==> src/rtl/io_fifo.sv <==
// First-word-fall-through input FIFO; a push into an empty FIFO shows on dout after that edge.
// Pushes while full are dropped and set the sticky ovf, unless the same edge also pops.
module io_fifo #(
   parameter int NUBITS = 16,
   parameter int FDEPTH = 4
) (
   input  logic              clk,
   input  logic              rst,
   input  logic              push,
   input  logic              pop,
   input  logic [NUBITS-1:0] din,
   output logic [NUBITS-1:0] dout,
   output logic              empty,
   output logic              full,
   output logic              ovf
);
   localparam int AW = $clog2(FDEPTH);
   localparam int CW = AW + 1;
   localparam logic [CW-1:0] DEPTH_C = CW'(FDEPTH);

   logic [NUBITS-1:0] mem [FDEPTH];
   logic [AW-1:0]     wptr;
   logic [AW-1:0]     rptr;
   logic [CW-1:0]     count;
   logic              do_pop;
   logic              do_push;

   assign empty   = (count == '0);
   assign full    = (count == DEPTH_C);
   // a pop on the same edge frees the slot, so a push while full is still accepted
   assign do_pop  = pop && !empty;
   assign do_push = push && (!full || do_pop);
   assign dout    = empty ? '0 : mem[rptr];

   always_ff @(posedge clk or negedge rst) begin
      if (!rst) begin
         wptr  <= '0;
         rptr  <= '0;
         count <= '0;
         ovf   <= 1'b0;
      end else begin
         if (do_push) wptr <= wptr + AW'(1);
         if (do_pop)  rptr <= rptr + AW'(1);
         if (do_push && !do_pop)
            count <= count + CW'(1);
         else if (do_pop && !do_push)
            count <= count - CW'(1);
         if (push && !do_push) ovf <= 1'b1;
      end
   end

   always_ff @(posedge clk) begin
      if (do_push) mem[wptr] <= din;
   end
endmodule

==> src/rtl/io_responder.sv <==
// I/O port responder: OUT writes land in port registers with a 1-cycle strobe; INN reads pop per-port FIFOs.
// Reads never stall (empty returns 0); external pushes into a full FIFO drop and flag ovf; itr is one pulse per arrival burst.
module io_responder #(
   parameter int                      NUBITS = 16,
   parameter int                      NBIOIN = 2,
   parameter int                      NBIOOU = 2,
   parameter int                      FDEPTH = 4,
   parameter logic [(2**NBIOIN)-1:0]  ITRMSK = '1
) (
   input  logic                               clk,
   input  logic                               rst,
   input  logic [NUBITS-1:0]                  io_out,
   input  logic [NBIOOU-1:0]                  addr_out,
   input  logic                               out_en,
   input  logic                               req_in,
   input  logic [NBIOIN-1:0]                  addr_in,
   output logic [NUBITS-1:0]                  io_in,
   output logic                               itr,
   output logic [(2**NBIOOU)*NUBITS-1:0]      out_data,
   output logic [(2**NBIOOU)-1:0]             out_stb,
   input  logic                               ext_wr,
   input  logic [NBIOIN-1:0]                  ext_addr,
   input  logic [NUBITS-1:0]                  ext_data,
   output logic [(2**NBIOIN)-1:0]             ext_full,
   output logic [(2**NBIOIN)-1:0]             ovf
);
   localparam int NIN = 2**NBIOIN;
   localparam int NOU = 2**NBIOOU;

   typedef enum logic [1:0] {
      IDLE  = 2'd0,
      PULSE = 2'd1,
      WAIT  = 2'd2
   } state_t;

   state_t            state;
   state_t            state_nxt;
   logic [NUBITS-1:0] fifo_dout [NIN];
   logic [NIN-1:0]    fifo_empty;
   logic [NIN-1:0]    push_vec;
   logic [NIN-1:0]    pop_vec;
   logic              arrival;

   genvar k;
   generate
      for (k = 0; k < NIN; k++) begin : g_in
         assign push_vec[k] = ext_wr && (ext_addr == NBIOIN'(k));
         assign pop_vec[k]  = req_in && (addr_in == NBIOIN'(k));

         io_fifo #(
            .NUBITS (NUBITS),
            .FDEPTH (FDEPTH)
         ) u_fifo (
            .clk   (clk),
            .rst   (rst),
            .push  (push_vec[k]),
            .pop   (pop_vec[k]),
            .din   (ext_data),
            .dout  (fifo_dout[k]),
            .empty (fifo_empty[k]),
            .full  (ext_full[k]),
            .ovf   (ovf[k])
         );
      end
   endgenerate

   assign io_in = fifo_dout[addr_in];

   // a push into an empty FIFO is always accepted, so this is exactly an empty->non-empty edge
   assign arrival = |(fifo_empty & push_vec & ITRMSK);

   always_ff @(posedge clk or negedge rst) begin
      if (!rst) begin
         out_data <= '0;
         out_stb  <= '0;
      end else begin
         for (int p = 0; p < NOU; p++) begin
            out_stb[p] <= out_en && (addr_out == NBIOOU'(p));
            if (out_en && (addr_out == NBIOOU'(p)))
               out_data[p*NUBITS +: NUBITS] <= io_out;
         end
      end
   end

   always_ff @(posedge clk or negedge rst) begin
      if (!rst) begin
         state <= IDLE;
         itr   <= 1'b0;
      end else begin
         state <= state_nxt;
         itr   <= (state == PULSE);
      end
   end

   always_comb begin
      state_nxt = state;
      case (state)
         IDLE:    if (arrival) state_nxt = PULSE;
         PULSE:   state_nxt = WAIT;
         WAIT:    if (req_in) state_nxt = IDLE;
         default: state_nxt = IDLE;
      endcase
   end
endmodule
==> config.mk <==
export PLATFORM = sky130hd
export DESIGN_NAME = io_responder
export DESIGN_NICKNAME = d
export VERILOG_FILES = /design/src/rtl/io_fifo.sv /design/src/rtl/io_responder.sv
export SDC_FILE = /design/constraint.sdc
export NUM_CORES = 1
export LEC_CHECK = 0
export BUFFER_PORTS_ARGS = -buffer_cell sky130_fd_sc_hd__buf_4
export CAP_MARGIN = 20
export CORE_ASPECT_RATIO = 2
export CORE_MARGIN = 4
export CORE_UTILIZATION = 55
export CTS_BUF_LIST = sky130_fd_sc_hd__clkbuf_4
export CTS_CLUSTER_SIZE = 10
export DETAILED_ROUTE_END_ITERATION = 12
export PLACE_DENSITY = 0.75
export SYNTH_ARGS = -nofsm -noshare
export SYNTH_HDL_FRONTEND = slang
export SYNTH_SLANG_ARGS = --single-unit
==> constraint.sdc <==
create_clock -name clk -period 2.9 [get_ports clk]
set_input_delay 0.29 -clock clk [delete_from_list [all_inputs] [get_ports clk]]
set_output_delay 0.29 -clock clk [all_outputs]
set_load 0.05 [all_outputs]
# ---- After elaboration in Yosys (flattened, before gate mapping)
# Memories as Yosys holds them, arrays and structs flattened.
# Cells that the tools add are included.
dict set report totals {
  regBits 103
  ramBits 256
  in_bits 43
  out_inout_bits 93
  word_cells 155
  memories 4
}
# memory depth word_bits rd rd_ports_with_merged_regs write_ports line
set mem_list {}
lappend mem_list {{g_in[0].u_fifo.mem} 4 16 1 0 1 io_fifo.sv:21} ;# logic [NUBITS-1:0] mem [FDEPTH];
lappend mem_list {{g_in[1].u_fifo.mem} 4 16 1 0 1 io_fifo.sv:21}
lappend mem_list {{g_in[2].u_fifo.mem} 4 16 1 0 1 io_fifo.sv:21}
lappend mem_list {{g_in[3].u_fifo.mem} 4 16 1 0 1 io_fifo.sv:21}
dict set report classes {
  addsub 16
  order_cmp 1
  eq_ne 17
  n_mux 26
  bitwise_logic 2
  n_reduce_logical 66
}
# operator count
set op_table {}
lappend op_table {{$mux 16} 6}
lappend op_table {{$bmux 16 s2} 1}
lappend op_table {{$logic_and 1x1->1} 32}
lappend op_table {{$mux 3} 8}
lappend op_table {{$add 2x1->2 const B} 8}
lappend op_table {{$logic_not 1->1} 16}
lappend op_table {{$eq 2x2->1 const B} 7}
lappend op_table {{$add 3x1->3 const B} 4}
lappend op_table {{$eq 3x3->1 const B} 4}
lappend op_table {{$logic_not 3->1} 4}
lappend op_table {{$sub 3x1->3 const B} 4}
lappend op_table {{$eq 2x1->1 const B} 4}
lappend op_table {{$logic_not 2->1} 4}
lappend op_table {{$mux 1} 8}
lappend op_table {{$reduce_bool 2->1} 4}
lappend op_table {{$pmux 2 s3} 1}
lappend op_table {{$and 4x4->4} 1}
lappend op_table {{$logic_or 1x1->1} 4}
lappend op_table {{$mux 2} 2}
lappend op_table {{$ne 2x2->1 const B} 2}
lappend op_table {{$reduce_or 4->1} 1}
lappend op_table {{$ge 3x3->1 const B} 1}
lappend op_table {{$not 2->3} 1}
lappend op_table {{$reduce_and 2->1} 1}

# ---- Longest topological paths before layout
dict set report depth {
  depth_word 9
  depth_mapped 10
  ltp_nobuf 8
}

# ---- Hierarchy
# Synthesis repeated with hierarchy kept, for this count alone.
dict set report hier_totals {
  cells_unflattened 737
  hier_area_um2 15045.7
}
# mod instances cells_per_inst area_per_inst_um2 seq_area_each_um2
set by_module_without_submodules {}
lappend by_module_without_submodules {io_fifo 4 139 2979.1 2122.0}
lappend by_module_without_submodules {io_responder 1 181 3129.3 1776.7}

# ---- Worst setup path after synthesis
# No wires, ideal clock.
dict set report synth_path {
  path_type {input to register}
  from {input addr_in[0]}
  to {register g_in[0].u_fifo.count[2]}
  setup_time_ns 0.079
  arrival_ns 2.201
  required_time_ns 2.821
  slack_ns 0.619
  cell_stages 9
  path_buffers 1
  path_cell_list {buf_2 -> or3b_2 -> a21boi_2 -> ha_1 -> inv_1 -> fa_1 -> xor2_1 -> nor2_1 -> xor2_1}
}
dict set report synth_via {
  elab_chain_cells 8
  word_cells_on_any_way 11
  classes_between {mux: 1; reduce/logical: 10}
}
# element line
set synth_rtl {}
lappend synth_rtl {{from (decl)} io_responder.sv:16} ;# input logic [NBIOIN-1:0] addr_in,
lappend synth_rtl {{$logic_not 2->1 *} io_responder.sv:48} ;# assign pop_vec[k] = req_in && (addr_in == NBIOIN'(k));
lappend synth_rtl {{$logic_and 1x1->1 *} io_responder.sv:48}
lappend synth_rtl {{$logic_and 1x1->1 *} io_fifo.sv:31} ;# assign do_pop = pop && !empty;
lappend synth_rtl {{$logic_or 1x1->1 *} io_fifo.sv:32} ;# assign do_push = push && (!full || do_pop);
lappend synth_rtl {{$logic_and 1x1->1 *} io_fifo.sv:32}
lappend synth_rtl {{net g_in[0].u_fifo.do_push} io_fifo.sv:26} ;# logic do_push;
lappend synth_rtl {{$logic_not 1->1} io_fifo.sv:46} ;# else if (do_pop && !do_push)
lappend synth_rtl {{$logic_and 1x1->1} io_fifo.sv:46}
lappend synth_rtl {{$reduce_bool 2->1 (no line)} n/a}
lappend synth_rtl {{to (signal assigned)} io_fifo.sv:45} ;# count <= count + CW'(1);
lappend synth_rtl {{to (signal assigned)} io_fifo.sv:47} ;# count <= count - CW'(1);
lappend synth_rtl {{to (decl)} io_fifo.sv:24} ;# logic [CW-1:0] count;
# The timed path passes the listed nets; every way through them passes the cells marked *.
# A chain may end at the register's enable or synchronous reset.

# ---- Worst setup path after layout
dict set report layout_path {
  from {register g_in[3].u_fifo.rptr[0]}
  to {output io_in[0]}
}
dict set report layout_via {
  elab_chain_cells 5
}
# element line
set layout_rtl {}
lappend layout_rtl {{from (decl)} io_fifo.sv:23} ;# logic [AW-1:0] rptr;
lappend layout_rtl {{from (signal assigned)} io_fifo.sv:43} ;# if (do_pop) rptr <= rptr + AW'(1);
lappend layout_rtl {{$mem_v2 4x16} n/a}
lappend layout_rtl {{$mux 16} io_fifo.sv:33} ;# assign dout = empty ? '0 : mem[rptr];
lappend layout_rtl {{$bmux 16 s2} io_responder.sv:67} ;# assign io_in = fifo_dout[addr_in];
lappend layout_rtl {{$mux 16 (not written as such) (2 in a row)} io_responder.sv:67}
lappend layout_rtl {{to (decl)} io_responder.sv:17} ;# output logic [NUBITS-1:0] io_in,
# Every way passes these cells. The select of a mux whose other input is x is not followed.

==> results.sh <==
export IMPL_p_sw_frac=0.3442
export IMPL_vdd_ir_drop_max_v=0.0006023
export IMPL_setup_total_negative_slack_ns=-0.0006335
export IMPL_leakage_uw=0.006544
export IMPL_p_sw_uw=5433
export IMPL_worst_endpoint_arrival_ns=2.61
export IMPL_mappedNetlistNets=767
export IMPL_power_report_internal_total_uw=10350
export IMPL_maxCapViolCount=0
export IMPL_dp_cells=1176
export IMPL_area_growth_syn_to_fin_pct=21.84
export IMPL_drive_gt1_frac=0.4355
export IMPL_route_detailed_vias_per_inst=5.831
export IMPL_max_freq_ghz=0.3448
export IMPL_hpwlAfterDp_um=22020
export IMPL_post_synth_cell_area_avg_um2=20.30
export IMPL_worstSkewPairLatency_ns=0.75
export IMPL_comb_power_share=0.345
export IMPL_ys_seq_elements=359
export IMPL_post_place_ws_ns=0.4031
export IMPL_p_clk_frac=0.238
export IMPL_netlist_top_cells_area="edfxtp_1 54%, dfrtp_1 18%, mux4_2 6.8%, mux2_2 5.7%, mux4_1 3.9%"
export IMPL_global_route_wire_length_before_repair_um=53400
export IMPL_antenna_found_initial=1
export IMPL_hold_violations=0
export IMPL_min_delay_path_class="in2async"
export IMPL_drt_pre_antenna_iters=4
export IMPL_timing_critical_path_cells="clkbuf_16, mux4_2, a32o_1, a221o_1, buf_6"
export IMPL_yosysSeqAreaShare=0.7222
export IMPL_async_flop_share=0.2869
export IMPL_cts_htree_levels=3
export IMPL_worstMarginPinSlew_ns=1.080
export IMPL_groute_usage_overall=0.2559
export IMPL_timing_final_max_slew_violations=0
export IMPL_fin_util=0.6778
export IMPL_netlist_instances=700
export IMPL_initial_core_util=0.5563
export IMPL_netlist_cell_type_count=43
export IMPL_antenna_violating_nets_post_route=0
export IMPL_failed_checks="setup timing"
export IMPL_synthDominantAreaCellType="edfxtp_1"
export IMPL_cts_root_buffer_cell="clkbuf_4"
export IMPL_cts_reportedPaths_clkPinSlew_ns=0.07
export IMPL_synth_enable_flop_cells=256
export IMPL_timing_critical_path_required_ns=2.61
export IMPL_seqPwrFrac=0.418
export IMPL_timing_setup_critical_path_class="reg2out"
export IMPL_critPathLaunchType="register"
export IMPL_critPathSlowestCell="mux4_2"
export IMPL_synth_top_cell_area_share=0.5409
export IMPL_critPathMaxFanout=8
export IMPL_layout_cells_non_filler=1365
export IMPL_die_area_um2=28630
export IMPL_reg2regPathDepth=8
export IMPL_cts_tree="yes"
export IMPL_synthFlopType="edfxtp_1"
export IMPL_critical_path_endpoint_type="output pin"
export IMPL_first_iter_violations=563
export IMPL_io_pins=136
export IMPL_post_route_period_util=1.000
export IMPL_drc=0
export IMPL_rows=83
export IMPL_grt_max_degree=62
export IMPL_first_global_vias=9064
export IMPL_tritoncts_num_sinks=359
export IMPL_yosys_warnings=0
export IMPL_skew_ns=0.03902
export IMPL_tritoncts_num_buffers=75
export IMPL_status="complete, but fails checks"
export IMPL_syn_cell_area_um2=14210
export IMPL_wirelength_per_cell_um=25.57
export IMPL_rsz0062_at_grt="yes"
export IMPL_max_stage_delay_ns=0.52
export IMPL_placeableCoreArea_um2=25550
export IMPL_routed_wire_length_um=34900
export IMPL_worst_slack_ns=-0.0006335
export IMPL_grt_remaining_overflow=0
export IMPL_design_final_nets=1036
export IMPL_gpl_final_weighted_congestion=0.7896
export IMPL_min_period_ns=2.901
export IMPL_finalSetupViolations=1
export IMPL_num_vias=7959
export IMPL_clk_path_buf_depth=3
export IMPL_timing_max_slew_rel_slack=0.2779
export IMPL_total_power_after_layout_uw=15790
export IMPL_fp_dieH_um=235.3
export IMPL_fp_dieW_um=121.7
export IMPL_io_buffer_count=135
export IMPL_pwr_density_cell_nw_per_um2=911.6
cells by family after synthesis:
| family | Yosys count | share of synthesized area |
|---|---|---|
| AO/OA/AOI/OAI | 44 | 0.02905 |
| XOR/XNOR | 24 | 0.01479 |
| adder cells (fa/ha/maj) | 24 | 0.02324 |
| buffers and inverters | 52 | 0.01954 |
| flip-flops | 359 | 0.7222 |
| multiplexers | 136 | 0.1640 |
| AND/OR/NAND/NOR | 61 | 0.02712 |
synthesized netlist by cell type (2+ instances only):
cell type    n
a21oi_1      3
a221o_1     16
a32o_1      16
and2_1      16
buf_2        8
buf_4        9
buf_6        3
clkbuf_1    15
dfrtp_1    103
edfxtp_1   256
fa_1         4
ha_1        20
inv_1       15
mux2_2      72
mux4_1      21
mux4_2      43
nand2_1      5
nand3_1      4
nand3b_1     6
nor2_1       4
nor2b_1      2
nor3_1       4
nor3b_1      7
nor4b_1      2
o21bai_1     3
or2_2        2
or3_1        2
or4_1        2
xnor2_1     13
xor2_1      11
metal layers:
metal | part of all wire | track usage | vias to the layer above
met4 | 0.051 | 0.1255 | 0
met1 | 0.31 | 0.2704 | 4040
met3 | 0.083 | 0.07935 | 104
met5 | 0 | 0 | -
met2 | 0.55 | 0.4537 | 444
li1 | - | - | 3371
repair_timing:
item,CTS,global route
hold buffers,51,0
pin swaps,1,8
buffers inserted,4,0
gates cloned,2,0
endpoints found under the setup margin,16,16
hold endpoints to repair,392,0
gates resized for setup,46,13
worst max-delay path, delay by kind of cell (launching register included):
family | cells | cell delay [ns]
flops | 1 | 0.46
mux | 1 | 0.52
buf+inv | 2 | 0.38
compound gates | 2 | 0.52
placed cells by master (no fill, tap or decap), types with 2 or more instances in the layout:
master / instances
clkinv_2: 4
clkbuf_4: 107
a32o_1: 11
bufinv_16: 2
buf_12: 5
a21oi_1: 3
nand2_1: 5
xnor2_1: 13
o21bai_1: 3
nand3b_1: 6
inv_1: 15
a32o_2: 5
nor4b_1: 2
buf_4: 152
nor3b_1: 7
a221o_1: 16
dlygate4sd3_1: 51
fa_1: 4
mux2_2: 72
or3_1: 2
nor3_1: 2
ha_1: 20
nor3_2: 3
or4_1: 2
or2_2: 2
nand3_1: 4
dfrtp_1: 101
nor2_1: 4
dfrtp_2: 2
nor2b_1: 2
xor2_1: 11
and2_1: 16
edfxtp_1: 256
mux4_2: 64
inv_2: 2
clkinv_1: 17
buf_6: 18
layout make-up:
class | count | area (µm²)
fillers | 1732 | 8230
diodes | 1 | 2.502
clock buffers | 107 | 803.3
repair buffers | 228 | 1994
inverters | 16 | 60.06
clock inverters | 25 | 155.1
well taps | 340 | 425.4
flip-flops and latches | 359 | 10270
multi-input cells | 289 | 3608
stage by stage:
stage	cell area [µm²]	hold WS [ns]
floorplan	14210	-0.005591
global placement	15750	0.4057
detailed placement	15750	0.4234
CTS	17350	0.1402
global route	17320	0.1988
finish	17320	0.1723
registers in the layout, summed over array words and instances (netlist names):
name,count
itr,1
out_data,64
g_in.u_fifo.mem,256
g_in.u_fifo.ovf,4
g_in.u_fifo.count,12
state,2
g_in.u_fifo.rptr,8
out_stb,4
g_in.u_fifo.wptr,8
power by group through the flow:
stage	clock [µW]	sequential, µW	combinational (µW)
floorplan	0	7130	2980
global placement	0	6590	4930
detailed placement	0	6660	5070
CTS	3850	6590	5490
global route	4140	6660	5730
finish	3750	6590	5440
worst paths after layout:
path / slack (ns) / to / startpoint
hold reg to reg: 0.47 / state[0] / state[0]
setup / recovery: -0.0006 / io_in[0] / g_in[3].u_fifo.rptr[0]
max in group asynchronous: 2.01 / out_data[20] / rst
min in group clk: 0.36 / out_data[58] / io_out[10]
hold / removal: 0.17 / out_data[27] / rst
setup reg to reg: 0.53 / g_in[1].u_fifo.count[2] / g_in[1].u_fifo.count[2]
No activity file was read; power rests on OpenSTA's default activity.
